## config.mk

```make
export PLATFORM = sky130hd
export DESIGN_NAME = dac_dither_sequencer_flat
export DESIGN_NICKNAME = d
export VERILOG_FILES = /design/src/rtl/dac_pkg.sv /design/src/rtl/dac_dither_sequencer_if.sv /design/src/rtl/dither_lfsr.sv /design/src/rtl/dac_dither_sequencer.sv /design/src/flat_wrapper.sv
export SDC_FILE = /design/constraint.sdc
export NUM_CORES = 1
export LEC_CHECK = 0
export ABC_AREA = 1
export CAP_MARGIN = 10
export CORE_MARGIN = 2
export CORE_UTILIZATION = 35
export DETAILED_ROUTE_END_ITERATION = 12
export GPL_TIMING_DRIVEN = 1
export PLACE_DENSITY = 0.63
export SYNTH_ARGS = -nofsm -noshare
export SYNTH_HDL_FRONTEND = slang
export SYNTH_SLANG_ARGS = --single-unit
export TNS_END_PERCENT = 50
```

## constraint.sdc

```tcl
create_clock -name clk -period 4.9 [get_ports clk]
set_input_delay 0.735 -clock clk [delete_from_list [all_inputs] [get_ports clk]]
set_output_delay 0.735 -clock clk [all_outputs]
set_load 0.02 [all_outputs]
```

## src/rtl/dac_pkg.sv

```systemverilog
// Shared constants, state type and saturating arithmetic for the DAC dither sequencer.
package dac_pkg;

  localparam int unsigned DAC_WIDTH = 14;
  localparam logic [DAC_WIDTH-1:0] DAC_MIDSCALE = 14'h2000;
  localparam logic [DAC_WIDTH-1:0] DAC_MAX = 14'h3FFF;

  typedef enum logic [1:0] {
    StIdle,
    StPlus,
    StMinus
  } seq_state_e;

  typedef struct packed {
    logic [DAC_WIDTH-1:0] code;
    logic                 clamped;
  } sat_result_t;

  // base +/- amp in two extra bits of signed headroom, clamped to [0, DAC_MAX].
  function automatic sat_result_t sat_add(logic [DAC_WIDTH-1:0] base,
                                          logic [DAC_WIDTH-2:0] amp,
                                          logic                 neg);
    logic signed [DAC_WIDTH+1:0] sum;
    sat_result_t res;
    if (neg) begin
      sum = $signed({2'b00, base}) - $signed({3'b000, amp});
    end else begin
      sum = $signed({2'b00, base}) + $signed({3'b000, amp});
    end
    if (sum < 0) begin
      res.code    = '0;
      res.clamped = 1'b1;
    end else if (sum > $signed({2'b00, DAC_MAX})) begin
      res.code    = DAC_MAX;
      res.clamped = 1'b1;
    end else begin
      res.code    = sum[DAC_WIDTH-1:0];
      res.clamped = 1'b0;
    end
    return res;
  endfunction

endpackage

```

## src/rtl/dac_dither_sequencer_if.sv

```systemverilog
// Control and DAC-code signals between the SPGD controller and the dither sequencer.
interface dac_dither_sequencer_if #(
  parameter int unsigned DATA_WIDTH = 14,
  parameter int unsigned HOLD_WIDTH = 16
);

  logic                  enable;
  logic                  start;
  logic [DATA_WIDTH-1:0] base_in;
  logic [DATA_WIDTH-2:0] dither_amp;
  logic                  dither_sign;
  logic [HOLD_WIDTH-1:0] hold_cycles;
  logic [DATA_WIDTH-1:0] data_out;
  logic                  busy;
  logic                  phase;
  logic                  phase_done;
  logic                  sat;
  logic                  sign_used;

  modport master (
    output enable, start, base_in, dither_amp, dither_sign, hold_cycles,
    input  data_out, busy, phase, phase_done, sat, sign_used
  );

  modport slave (
    input  enable, start, base_in, dither_amp, dither_sign, hold_cycles,
    output data_out, busy, phase, phase_done, sat, sign_used
  );

endinterface

```

## src/rtl/dither_lfsr.sv

```systemverilog
// 16-bit Fibonacci LFSR (taps 16,14,13,11) supplying pseudo-random dither signs.
module dither_lfsr #(
  parameter logic [15:0] SEED = 16'hACE1
) (
  input  logic clk,
  input  logic rst,
  input  logic advance,
  output logic next_lsb
);

  logic [15:0] lfsr_q;
  logic [15:0] lfsr_d;
  logic        feedback;

  always_comb begin
    feedback = lfsr_q[15] ^ lfsr_q[13] ^ lfsr_q[12] ^ lfsr_q[10];
    lfsr_d   = advance ? {lfsr_q[14:0], feedback} : lfsr_q;
  end

  // LSB the register will hold after this advance; consumed in the same cycle.
  assign next_lsb = feedback;

  always_ff @(posedge clk) begin
    if (rst) begin
      lfsr_q <= SEED;
    end else begin
      lfsr_q <= lfsr_d;
    end
  end

endmodule

```

## src/rtl/dac_dither_sequencer.sv

```systemverilog
// SPGD dither sequencer: base+delta, base-delta, base, with per-phase strobes.
// Optional internal sign generator enabled by defining DITHER_LFSR_EN.
module dac_dither_sequencer
  import dac_pkg::*;
#(
  parameter int unsigned DATA_WIDTH = DAC_WIDTH,
  parameter int unsigned HOLD_WIDTH = 16,
  parameter logic [15:0] LFSR_SEED  = 16'hACE1
) (
  input logic                   clk,
  input logic                   rst,
  dac_dither_sequencer_if.slave bus
);

  localparam logic [HOLD_WIDTH-1:0] HoldOne = {{(HOLD_WIDTH-1){1'b0}}, 1'b1};

  seq_state_e            state_q, state_d;
  logic [DATA_WIDTH-1:0] base_q, base_d;
  logic [DATA_WIDTH-2:0] amp_q, amp_d;
  logic                  sign_q, sign_d;
  logic [HOLD_WIDTH-1:0] hold_q, hold_d;
  logic [HOLD_WIDTH-1:0] cnt_q, cnt_d;
  logic [DATA_WIDTH-1:0] data_q, data_d;
  logic                  sat_q, sat_d;
  logic                  busy_q, busy_d;
  logic                  phase_q, phase_d;
  logic                  phase_done_q, phase_done_d;
  logic [HOLD_WIDTH-1:0] hold_eff;
  logic                  sign_in;
  sat_result_t           res;

  assign hold_eff = (bus.hold_cycles == '0) ? HoldOne : bus.hold_cycles;

`ifdef DITHER_LFSR_EN
  logic start_accept;
  logic lfsr_bit;
  logic unused_dither_sign;

  assign start_accept       = (state_q == StIdle) && bus.enable && bus.start;
  assign unused_dither_sign = bus.dither_sign;

  dither_lfsr #(
    .SEED (LFSR_SEED)
  ) u_lfsr (
    .clk      (clk),
    .rst      (rst),
    .advance  (start_accept),
    .next_lsb (lfsr_bit)
  );

  assign sign_in = lfsr_bit;
`else
  logic unused_seed;

  assign unused_seed = ^LFSR_SEED;
  assign sign_in     = bus.dither_sign;
`endif

  always_comb begin
    state_d = state_q;
    base_d  = base_q;
    amp_d   = amp_q;
    sign_d  = sign_q;
    hold_d  = hold_q;
    cnt_d   = cnt_q;
    data_d  = data_q;
    sat_d   = sat_q;
    busy_d  = busy_q;
    phase_d = phase_q;
    res     = sat_add(base_q, amp_q, ~sign_q);

    unique case (state_q)
      StIdle: begin
        // Idle output follows base_in one cycle late.
        base_d  = bus.base_in;
        data_d  = bus.base_in;
        sat_d   = 1'b0;
        busy_d  = 1'b0;
        phase_d = 1'b0;
        if (bus.enable && bus.start) begin
          res     = sat_add(bus.base_in, bus.dither_amp, sign_in);
          amp_d   = bus.dither_amp;
          sign_d  = sign_in;
          hold_d  = hold_eff;
          cnt_d   = hold_eff - HoldOne;
          state_d = StPlus;
          busy_d  = 1'b1;
          data_d  = res.code;
          sat_d   = res.clamped;
        end
      end
      StPlus: begin
        if (cnt_q == '0) begin
          state_d = StMinus;
          phase_d = 1'b1;
          cnt_d   = hold_q - HoldOne;
          data_d  = res.code;
          sat_d   = res.clamped;
        end else begin
          cnt_d = cnt_q - HoldOne;
        end
      end
      StMinus: begin
        if (cnt_q == '0) begin
          state_d = StIdle;
          busy_d  = 1'b0;
          phase_d = 1'b0;
          data_d  = base_q;
          sat_d   = 1'b0;
        end else begin
          cnt_d = cnt_q - HoldOne;
        end
      end
      default: state_d = StIdle;
    endcase

    // Dropping enable discards a partial cycle and restores the latched base.
    if (!bus.enable && (state_q != StIdle)) begin
      state_d = StIdle;
      busy_d  = 1'b0;
      phase_d = 1'b0;
      data_d  = base_q;
      sat_d   = 1'b0;
    end

    phase_done_d = (state_d != StIdle) && (cnt_d == '0);
  end

  always_ff @(posedge clk) begin
    if (rst) begin
      state_q      <= StIdle;
      base_q       <= DAC_MIDSCALE;
      amp_q        <= '0;
      sign_q       <= 1'b0;
      hold_q       <= HoldOne;
      cnt_q        <= '0;
      data_q       <= DAC_MIDSCALE;
      sat_q        <= 1'b0;
      busy_q       <= 1'b0;
      phase_q      <= 1'b0;
      phase_done_q <= 1'b0;
    end else begin
      state_q      <= state_d;
      base_q       <= base_d;
      amp_q        <= amp_d;
      sign_q       <= sign_d;
      hold_q       <= hold_d;
      cnt_q        <= cnt_d;
      data_q       <= data_d;
      sat_q        <= sat_d;
      busy_q       <= busy_d;
      phase_q      <= phase_d;
      phase_done_q <= phase_done_d;
    end
  end

  assign bus.data_out   = data_q;
  assign bus.busy       = busy_q;
  assign bus.phase      = phase_q;
  assign bus.phase_done = phase_done_q;
  assign bus.sat        = sat_q;
  assign bus.sign_used  = sign_q;

endmodule

```

## src/flat_wrapper.sv

```systemverilog
// flat-port wrapper written by rule: the top's interface ports become plain ports
module dac_dither_sequencer_flat import dac_pkg::*;
#(
  parameter int unsigned DATA_WIDTH = DAC_WIDTH,
  parameter int unsigned HOLD_WIDTH = 16,
  parameter logic [15:0] LFSR_SEED  = 16'hACE1
)
  (clk, rst, bus_enable, bus_start, bus_base_in, bus_dither_amp, bus_dither_sign, bus_hold_cycles, bus_data_out, bus_busy, bus_phase, bus_phase_done, bus_sat, bus_sign_used);
  dac_dither_sequencer_if #(.DATA_WIDTH(DATA_WIDTH), .HOLD_WIDTH(HOLD_WIDTH)) bus_i ();
  input logic clk;
  input logic rst;
  input wire logic [$bits(bus_i.enable)-1:0] bus_enable;
  input wire logic [$bits(bus_i.start)-1:0] bus_start;
  input wire logic [$bits(bus_i.base_in)-1:0] bus_base_in;
  input wire logic [$bits(bus_i.dither_amp)-1:0] bus_dither_amp;
  input wire logic [$bits(bus_i.dither_sign)-1:0] bus_dither_sign;
  input wire logic [$bits(bus_i.hold_cycles)-1:0] bus_hold_cycles;
  output wire logic [$bits(bus_i.data_out)-1:0] bus_data_out;
  output wire logic [$bits(bus_i.busy)-1:0] bus_busy;
  output wire logic [$bits(bus_i.phase)-1:0] bus_phase;
  output wire logic [$bits(bus_i.phase_done)-1:0] bus_phase_done;
  output wire logic [$bits(bus_i.sat)-1:0] bus_sat;
  output wire logic [$bits(bus_i.sign_used)-1:0] bus_sign_used;
  assign bus_i.enable = bus_enable;
  assign bus_i.start = bus_start;
  assign bus_i.base_in = bus_base_in;
  assign bus_i.dither_amp = bus_dither_amp;
  assign bus_i.dither_sign = bus_dither_sign;
  assign bus_i.hold_cycles = bus_hold_cycles;
  assign bus_data_out = bus_i.data_out;
  assign bus_busy = bus_i.busy;
  assign bus_phase = bus_i.phase;
  assign bus_phase_done = bus_i.phase_done;
  assign bus_sat = bus_i.sat;
  assign bus_sign_used = bus_i.sign_used;
  dac_dither_sequencer #(.DATA_WIDTH(DATA_WIDTH), .HOLD_WIDTH(HOLD_WIDTH), .LFSR_SEED(LFSR_SEED)) u_core (.clk(clk), .rst(rst), .bus(bus_i));
endmodule
```

==> impl_results.md, run 1 <==
- Hold WS: 0.475 ns
- CTS clk-pin slew, worst paths: 0.07 ns
- FP Rows: 56
- Register area: 0.00160 mm2
- Syn_area_per_cell: 5.73 um2
- CTS Buffer Depth: 2
- Crit-path max FO: 6
- Crit. End Element: register
- Endpoints failing setup: 0
- Design area: 0.00952 mm2
- Leak: 4.68 nW
- Core Area: 0.0234 mm2
- IO Count: 67
- CP bufs+invs: 2
- Synth Net Count: 1566
- Worst-Skew Late Latency: 0.35 ns
- Peak supply drop: 0.000175 V
- Slew headroom: 0.438
- Sequential cell area fraction in the yosys report: 0.192
- Top cell type's share of synthesized area: 0.192
- YS warnings: 0
- Critical path class: in -> reg
- Antenna diode count: 0
- Drt total wl: 29.0 mm
- Routability Congestion: 0.941
- Element type at the critical path start: input pin
- Required time worst endpoint: 5.19 ns
- Max Cap Viol: 0
- Cells after Synth: 1455
- Slew Viols, Final: 0
- Detail Route Antenna Nets: 0
- Post-layout util: 0.407
- Die width: 158 um
- WL/cell: 16.0 um
- Fin nets: 1596
- TNS Setup: 0 ns
- Drt pass-1 iters: 5
- Post-cts resize count: 0
- Initial core utilization: 0.356
- Arrival time worst endpoint: 3.76 ns
- CTS tree: yes
- Layout cells sized above 1: 0.0356
- Crit path top cell by count: nand2_1
- Via density: 5.20
- PD cells: 305 mW/mm2
- F_max: 288 MHz
- Clock Sinks: 80
- Via count: 9400
- Htree depth: 3
- Worst Max-Slew Pin Slew: 0.843 ns
- RSZ-0062 raised after global routing: false
- TritonCTS buffer count: 9
- Total grt overflow: 0
- DP HPWL: 22.7 mm
- Vias in the first global route: 8890
- Chip Height: 158 um
- Layout area overhead: 14.2%
- I/O Buffers: 66
- CP max stage cell: clkdlybuf4s50_1
- Crit-path cells: clkdlybuf4s50_1, nor2_1, nand2_1, nor2_1, nand2_1, nand2_1, inv_1, ha_1, nand2_1, nor2_1, nand2_1, xor2_1, nand2_1, nand2_1, nand2_1, o21ai_0, nand2_1, nor2_1, nand3_1, nor2_1
- Post-CTS setup buffer count: 0
- Largest net degree at the start of global routing: 56
- Worst Hold Class: reg -> reg
- Drt drc: 0
- Post-synthesis register bit count: 80
- Area occupied by multi-input gates: 0.00577 mm2
- Synth top area cells: dfxtp_1, nand2_1, ha_1, a21oi_1, nand3_1
- Die area: 0.0251 mm2
- Fin crit share: 0.709
- Slowest stage delay, CP: 0.53 ns
- Mapped cell area: 0.00834 mm2
- Post-CTS Hold Buffers: 0
- Unique masters post-synth: 43
- Total track usage: 0.235
- Outcome: finished clean
- CTS root buf: clkbuf_16
- Clock skew: 0.00979 ns
- First-pass GRT wire length: 46.6 mm
- Worst path top cell family by delay: simple AND/OR/NAND/NOR gates
- Initial DRC count: 770
- Final Hold Vio Count: 0
- Final critical-path required period: 3.47 ns
- Fillers: 2646
- Antenna violations before repair: 0
- Placed Area: 0.00918 mm2
- Dominant cell type by area after synthesis: dfxtp_1
## placed cells by master (no fill, tap or decap), types with 2 or more instances in the layout
master and n:
nand3_1 142, o21a_1 3, xor2_1 20, nor3_1 11
nand2_2 5, nand2_1 409, o21ai_2 3, nand2_4 2
nor2_4 4, inv_2 5, o2111ai_1 2, buf_4 7
o21ai_1 7, nand3_2 3, a21oi_1 144, inv_1 177
nor2_1 156, nor2_2 8, clkdlybuf4s50_1 66, o211ai_1 9
o21ai_0 99, a211oi_1 4, dfxtp_1 80, nand4_1 17
clkbuf_16 9, nand3b_1 4, ha_1 59, a21o_1 2
xnor2_1 3, fa_1 4, bufinv_16 3, o21bai_1 7
clkbuf_1 2, clkinv_1 3
## synth_stat cells
cell,instances
nand4_1,17
o2111ai_1,2
clkinv_1,3
buf_4,3
xor2_1,20
o21bai_1,7
inv_2,5
nor3_1,11
a21o_1,2
nor2_2,8
o21ai_0,99
or2_1,1
mux2i_1,1
ha_1,59
nand2_2,5
o21ai_1,7
o211ai_2,1
nand2_4,2
nor2_1,157
clkinv_2,1
nor2_4,3
clkbuf_1,27
a31oi_1,1
a21oi_1,144
nand3b_1,4
inv_1,177
o21ai_2,3
fa_1,4
nand3_1,142
xnor2_1,3
and2_1,1
o22ai_1,1
buf_1,4
a211oi_1,4
buf_6,6
o211ai_1,9
a21boi_0,1
nand3_2,3
dfxtp_1,80
o21a_1,3
a21oi_2,1
nand2_1,409
buf_2,14
## final cells by class
class | count | area share
multi-input combinational | 1135 | 0.606
timing repair buffer | 73 | 0.0749
sequential | 80 | 0.168
inverter | 186 | 0.0735
tap | 319 | 0.0419
clock inverter | 3 | 0.00946
clock buffer | 12 | 0.0259
## per-stage QoR
stage	total power, mW	cells	worst slack [ns]
finish	2.90	1808	1.43
global route	3.11	1808	1.11
CTS	2.89	1808	1.48
detailed placement	2.09	1793	1.10
global placement	2.08	1793	1.13
floorplan	1.70	1455	2.29
## flip-flops by register name (all words and copies together), names as in the netlist
name,flops
u_core.bus.sat,1
u_core.hold_q,16
u_core.bus.busy,1
u_core.bus.phase_done,1
u_core.bus.sign_used,1
u_core.amp_q,13
u_core.base_q,14
u_core.cnt_q,16
u_core.bus.phase,1
u_core.bus.data_out,14
u_core.state_q,2
## report_power, final
group          total [mW]  switching [mW]  internal, mW
sequential          0.827          0.0966         0.730
combinational        1.27           0.829         0.443
clock               0.803           0.293         0.510
## cell families after synthesis
group	synth area share
flip-flops	0.192
XOR/XNOR	0.0242
AND/OR/NAND/NOR	0.385
AO/OA/AOI/OAI	0.183
buffers and inverters	0.117
multiplexers	0.00120
adder cells (fa/ha/maj)	0.0981
## worst reg2reg max path: stages, from the launching register on
cell and delay, ns:
dfxtp_1 0.36, inv_1 0.16, ha_1 0.74, inv_1 0.21, nor2_4 0.16, buf_4 0.50, nand3_1 0.18, nand3_1 0.10
inv_1 0.06, a21oi_1 0.19, nor2_1 0.06, nand3_1 0.09, nor2_1 0.06, nand3_1 0.06, nor2_1 0.04
## final timing paths
check,from,to,slack (ns),depth (start not counted)
max reg2reg,u_core.state_q[1],u_core.bus.phase_done,1.84,14
min,u_core.bus.busy,u_core.bus.busy,0.47,2
max,bus_hold_cycles[9],u_core.bus.phase_done,1.43,20
min reg2reg,u_core.bus.busy,u_core.bus.busy,0.47,2
## metal layers
layer / share of wire / track usage / vias up
met5: 0 / 0 / -
met4: 0.020 / 0.0674 / 0
met3: 0.060 / 0.0316 / 40
met2: 0.42 / 0.363 / 267
met1: 0.50 / 0.341 / 4339
li1: - / - / 4754
No activity file was read; power rests on OpenSTA's default activity.
==> run 2, diff against run 1 <==
Settings changed: PLACE_DENSITY 0.63 to 0.64.
Clock period 4.9 ns to 2.83 ns, I/O delays scaled along.
==> run 2 against run 1 <==
Clock power is 48% higher. Highest routed layer unchanged. Largest cell class unchanged. Via count is 6.5% higher. Critical endpoint unchanged. Utilization is 4.3 points higher. Critical path type unchanged. Final area rose by 11%. Flip-flop and latch count did not move.
==> impl_results.md, run 2 (synthesized netlist as in run 1, its figures left out) <==
- Endpoints failing setup: 0 (unchanged)
- First-pass GRT wire length: 49.0 mm (+5.1%)
- Crit. End Element: register
- CTS tree: yes
- TritonCTS buffer count: 9 (unchanged)
- Largest net degree at the start of global routing: 52 (-7.1%)
- Pre-CTS setup slack: -0.331 ns (-1.43 ns)
- Most frequent cells in the layout: nand2_1, inv_1, nor2_1
- Final Worst Setup Slack: 0.179 ns (-1.25 ns)
- Crit path top cell by count: nand2_1
- Worst-Skew Late Latency: 0.35 ns (about the same)
- Element type at the critical path start: input pin
- Max Cap Viol: 0 (unchanged)
- Drt total wl: 30.7 mm (+5.8%)
- Hold WS: 0.481 ns (+0.00625 ns)
- Final critical-path required period: 2.65 ns
- Peak supply drop: 0.000302 V (+73%)
- Core Area: 0.0234 mm2 (unchanged)
- Slowest stage delay, CP: 0.44 ns (-0.09 ns)
- Worst Max-Slew Pin Slew: 0.729 ns (-0.115 ns)
- P_sw: 2.18 mW (+79%)
- Layout area overhead: 26.2%
- Fin crit share: 0.937
- Post-CTS Hold Buffers: 0 (unchanged)
- Crit-path cells: clkdlybuf4s50_1, nor2_2, nand2_2, nor2_4, buf_4, nand2_1, nand2_1, inv_1, ha_1, nand2_2, o21ai_0, o21ai_1, nand3_1, nand2_1, o21ai_1, nor2_4, nand2_1, nor2_1, nand3_1, nor2_1
- Slew headroom: 0.514 (+0.0758)
- Routability Congestion: 0.957 (+1.7%)
- Final Hold Vio Count: 0 (unchanged)
- PD cells: 482 mW/mm2 (+58%)
- Clock Sinks: 80 (unchanged)
- TNS Setup: 0 ns (unchanged)
- Placed cell count: 1923 (+7.3%)
- Required time worst endpoint: 3.12 ns (-2.07 ns)
- Total grt overflow: 0 (unchanged)
- Clock skew: 0.0137 ns (+0.00393 ns)
- I/O Buffers: 66 (unchanged)
- Antenna violations before repair: 0 (unchanged)
- CP max stage cell: clkdlybuf4s50_1
- Clock share of power: 0.234 (-0.043)
- Initial DRC count: 1178 (+53%)
- Chip Height: 158 um (unchanged)
- Crit-path max FO: 6 (unchanged)
- F_max: 377 MHz
- WL/cell: 15.8 um (-1.5%)
- Initial core utilization: 0.356 (unchanged)
- Slew Viols, Final: 0 (unchanged)
- FP Rows: 56 (unchanged)
- Vias in the first global route: 9151 (+2.9%)
- Via count: 10000 (+6.5%)
- Most common cell after layout, fill and taps aside: nand2_1
- Comb power frac: 0.488 (+0.050)
- Top routing layer in use: met4
- Fin cells: 1942 (+7.4%)
- Top Registers: u_core.cnt_q: 16 flops, u_core.hold_q: 16 flops
- Drt drc: 0 (unchanged)
- Total track usage: 0.249 (+0.0140)
- RSZ-0062 raised after global routing: true
- Setup slack, reg-to-reg: 0.25 ns (-1.59 ns)
- CTS Buffer Depth: 2 (unchanged)
- Detail Route Antenna Nets: 0 (unchanged)
- Antenna diode count: 0 (unchanged)
- IO Count: 67 (unchanged)
- Internal power: 2.89 mW (+72%)
- Drt pass-1 iters: 5 (unchanged)
- Via density: 5.16 (-0.84%)
- Critical path class: in -> reg
- CP bufs+invs: 3 (+1)
- Routed met3 length: 2.15 mm (+23%)
- Switch share: 0.430 (+0.00980)
- CTS clk-pin slew, worst paths: 0.06 ns (about the same)
- Arrival time worst endpoint: 2.94 ns (-0.82 ns)
- Worst Hold Class: reg -> reg
- DP HPWL: 24.4 mm (+7.8%)
- Seq pwr share: 0.278 (-0.007)
- Layout cells sized above 1: 0.123 (+0.0870)
- Leak: 5.30 nW (+13%)
- Worst path top cell family by delay: simple AND/OR/NAND/NOR gates
- Htree depth: 3 (unchanged)
- Placed Area: 0.0102 mm2 (+11%)
- Die area: 0.0251 mm2 (unchanged)
- Design area: 0.0105 mm2 (+11%)
- CTS root buf: clkbuf_16
- Die width: 158 um (unchanged)
- Fin nets: 1729 (+8.3%)
- Met2 Routed Length: 12.9 mm (+6.0%)
- Outcome: finished clean
- M1 wire length: 15.3 mm (+4.9%)
-- run 2: cell count changes in the layout (fill, tap and decap cells not counted), moves of 3 or more --
cell	before	now
nand2_2	5	8
buf_4	7	140
nand2_1	409	406
nor2_2	8	11
nor2_1	156	151
o21ai_0	99	96
clkinvlp_4	0	3
-- run 2: cell type report --
type	instances	area [um2]
clock buffers	11	233
clock inverters	5	57.6
fillers	2548	12900
inverters	186	699
multi-input cells	1135	5820
flip-flops and latches	80	1600
well taps	319	399
repair buffers	206	1710
-- run 2: stage by stage --
step | utilization | power (mW)
3_3_place_gp | 0.434 | 3.82
5_1_grt | 0.450 | 5.42
2_1_floorplan | - | 2.95
3_5_place_dp | 0.434 | 3.83
6_report | 0.450 | 5.07
4_1_cts | 0.446 | 5.02
-- run 2: per-layer routing --
metal / global-route usage / vias to the layer above
met2: 0.377 / 387
met4: 0.0528 / 0
met1: 0.378 / 4558
li1: - / 5037
met3: 0.0283 / 30
met5: 0 / -
-- run 2: worst min-delay path, cell delays in order, from the launching register on --
cell	delay, ns
dfxtp_1	0.32
nand2_1	0.06
a21oi_1	0.05
-- run 2: final timing paths --
check	start	endpoint	depth (start not counted)
worst max-delay path	bus_hold_cycles[10]	u_core.bus.phase_done	20
worst min-delay path	u_core.bus.busy	u_core.bus.busy	2
worst max register to register	u_core.base_q[0]	u_core.bus.data_out[2]	14
worst min register to register	u_core.bus.busy	u_core.bus.busy	2
-- run 2: power groups by stage --
| stage | logic [mW] | registers [mW] | clock network (mW) |
|---|---|---|---|
| 3_3_place_gp | 2.39 | 1.43 | 0 |
| 4_1_cts | 2.42 | 1.41 | 1.19 |
| 3_5_place_dp | 2.40 | 1.43 | 0 |
| 6_report | 2.48 | 1.41 | 1.19 |
| 2_1_floorplan | 1.51 | 1.44 | 0 |
| 5_1_grt | 2.76 | 1.43 | 1.23 |
-- run 2: timing repair --
action                                  4_1_cts  5_1_grt
endpoints found under the setup margin        0        8
setup buffers                                 0        3
resized for setup                             0       18
==> run 3, diff against run 2 <==
Settings changed: REMOVE_ABC_BUFFERS set to 1.
==> run 3 against run 2 <==
Hold slack got worse by 0.018 ns. Wire length down 3.9%. Combinational power decreased by 3%. Register-to-register slack better by 0.02 ns. Setup slack improved by 0.059 ns. Final area fell by 1.2%. Critical path type unchanged. Largest cell class unchanged.
==> impl_results.md, run 3 (synthesized netlist as in run 1, its figures left out) <==
- DP HPWL: 23.6 mm (-3.3%)
- Top Registers: u_core.cnt_q: 16 flops, u_core.hold_q: 16 flops
- Largest net degree at the start of global routing: 52 (unchanged)
- Clock Sinks: 80 (unchanged)
- Hold Crit Start: u_core.bus.busy
- Slew headroom: 0.538 (+0.0241)
- PD cells: 510 mW/mm2 (+5.8%)
- Worst-Skew Late Latency: 0.35 ns (about the same)
- Vias in the first global route: 9149 (-0.022%)
- Placed cell count: 1903 (-1.0%)
- CTS root buf: clkbuf_16
- CTS tree: yes
- Final Hold Vio Count: 0 (unchanged)
- Required time worst endpoint: 3.10 ns (-0.02 ns)
- TritonCTS buffer count: 9 (unchanged)
- Chip Height: 158 um (unchanged)
- Detail Route Antenna Nets: 0 (unchanged)
- Total grt overflow: 0 (unchanged)
- TNS Setup: 0 ns (unchanged)
- Initial core utilization: 0.356 (unchanged)
- Element type at the critical path start: input pin
- Arrival time worst endpoint: 2.86 ns (-0.08 ns)
- Worst Max-Slew Pin Slew: 0.693 ns (-0.0361 ns)
- CP max stage cell: clkdlybuf4s50_1
- Crit-path max FO: 12 (+6)
- Most frequent cells in the layout: nand2_1, inv_1, nor2_1
- Slew Viols, Final: 0 (unchanged)
- Layout area overhead: 24.7%
- F_max: 386 MHz (+2.3%)
- Drt drc: 0 (unchanged)
- Routability Congestion: 0.915 (-4.3%)
- Crit path top cell by count: nand2_1
- Critical path class: in -> reg
- Layout cells sized above 1: 0.107 (-0.0157)
- Post-layout util: 0.444 (-0.00519)
- Core Area: 0.0234 mm2 (unchanged)
- Final critical-path required period: 2.59 ns (-0.0590 ns)
- Most common cell after layout, fill and taps aside: nand2_1
- RR Endpoint: u_core.bus.data_out[9]
- Antenna violations before repair: 0 (unchanged)
- Outcome: finished clean
- Hold EP: u_core.bus.busy
- Max Cap Viol: 0 (unchanged)
- Htree depth: 3 (unchanged)
- Setup slack, reg-to-reg: 0.27 ns (+0.02 ns)
- CTS clk-pin slew, worst paths: 0.06 ns (about the same)
- Clock skew: 0.00951 ns (-0.00422 ns)
- Hold Path Depth: 2 (unchanged)
- Peak supply drop: 0.000382 V (+26%)
- Register-to-Register Path Depth: 16 (+2)
- Crit-path cells: clkdlybuf4s50_1, ha_1, inv_1, fa_1, o21ai_2, nand2_1, nand2_1, nand3_1, nand2_1, nand2_4, nand3_1, nand2_1, nand2_1, nand2_1, nand2_1, nand2_1, a21oi_1
- Reg2reg start: u_core.base_q[0]
- Hold WS: 0.463 ns (-0.0180 ns)
- Fin crit share: 0.916 (-0.0209)
- FP Rows: 56 (unchanged)
- First-pass GRT wire length: 47.2 mm (-3.6%)
- Crit. End Element: register
- IO Count: 67 (unchanged)
- Antenna diode count: 0 (unchanged)
- Slowest stage delay, CP: 0.51 ns (+0.07 ns)
- WL/cell: 15.4 um (-2.7%)
- Total track usage: 0.237 (-0.0125)
- Overall Power: 5.31 mW (+4.6%)
- Via count: 9891 (-1.2%)
- Placed Area: 0.0100 mm2 (-1.5%)
- RSZ-0062 raised after global routing: true
- Pre-CTS setup slack: -0.167 ns (+0.164 ns)
- Drt pass-1 iters: 6 (+1)
- Die width: 158 um (unchanged)
- Drt total wl: 29.5 mm (-3.9%)
- Endpoints failing setup: 0 (unchanged)
- CTS Buffer Depth: 2 (unchanged)
- Fin nets: 1706 (-1.3%)
- Fin cells: 1918 (-1.2%)
- Leak: 5.23 nW (-1.3%)
- Design area: 0.0104 mm2 (-1.2%)
- Final Worst Setup Slack: 0.238 ns (+0.0590 ns)
- Die area: 0.0251 mm2 (unchanged)
- Initial DRC count: 901 (-24%)
- Worst Hold Class: reg -> reg
- I/O Buffers: 66 (unchanged)
- Via density: 5.16 (about the same)
## run 3: cell count changes in the layout (fill, tap and decap cells not counted), sizes merged
cell / previous run / this run
buf: 140 / 117
bufinv: 1 / 4
clkbuf: 11 / 10
clkdlybuf4s50: 65 / 66
clkinvlp: 3 / 0
dlymetal6s2s: 1 / 0
## run 3: where the power goes
group | switching, mW | total [mW] | internal (mW)
combinational | 1.49 | 2.41 | 0.918
clock | 0.511 | 1.48 | 0.973
sequential | 0.152 | 1.42 | 1.26
total | 2.15 | 5.31 | 3.16
## run 3: worst max-delay path: cells and delay by family
kind,cells,cell delay (ns)
AOI/OAI and AO/OA,2,0.31
adders and majority gates,2,0.58
buffers and inverters,2,0.57
and+or+nand+nor,11,0.98
## run 3: worst max path at each step
stage,start,to,slack [ns]
finish,bus_dither_amp[0],u_core.bus.data_out[9],0.24
global route,bus_hold_cycles[3],u_core.bus.phase_done,-0.03
CTS,bus_hold_cycles[11],u_core.bus.phase_done,0.14
detailed placement,bus_hold_cycles[11],u_core.bus.phase_done,-0.17
global placement,bus_hold_cycles[11],u_core.bus.phase_done,-0.13
floorplan,u_core.state_q[1],u_core.bus.phase_done,-1.52
## run 3: area by class of cell
cell class	instances	area [um2]
Fill cell	2522	13000
Multi-Input combinational cell	1135	5790
Clock inverter	5	129
Sequential cell	80	1600
Clock buffer	10	239
Timing Repair Buffer	183	1540
Tap cell	319	399
Inverter	186	702
## run 3: metal layers
layer,global-route usage,vias up,wire length (um)
met5,0,-,0
met4,0.0759,0,779
met3,0.0177,49,1720
met2,0.396,361,13500
met1,0.324,4497,13500
li1,-,4984,-
## run 3: what timing repair did
action                                  4_1_cts  5_1_grt
endpoints found under the setup margin        0       12
resized for setup                             0       10
buffers inserted                              0        0
hold endpoints to repair                      0        0
hold buffers                                  0        0
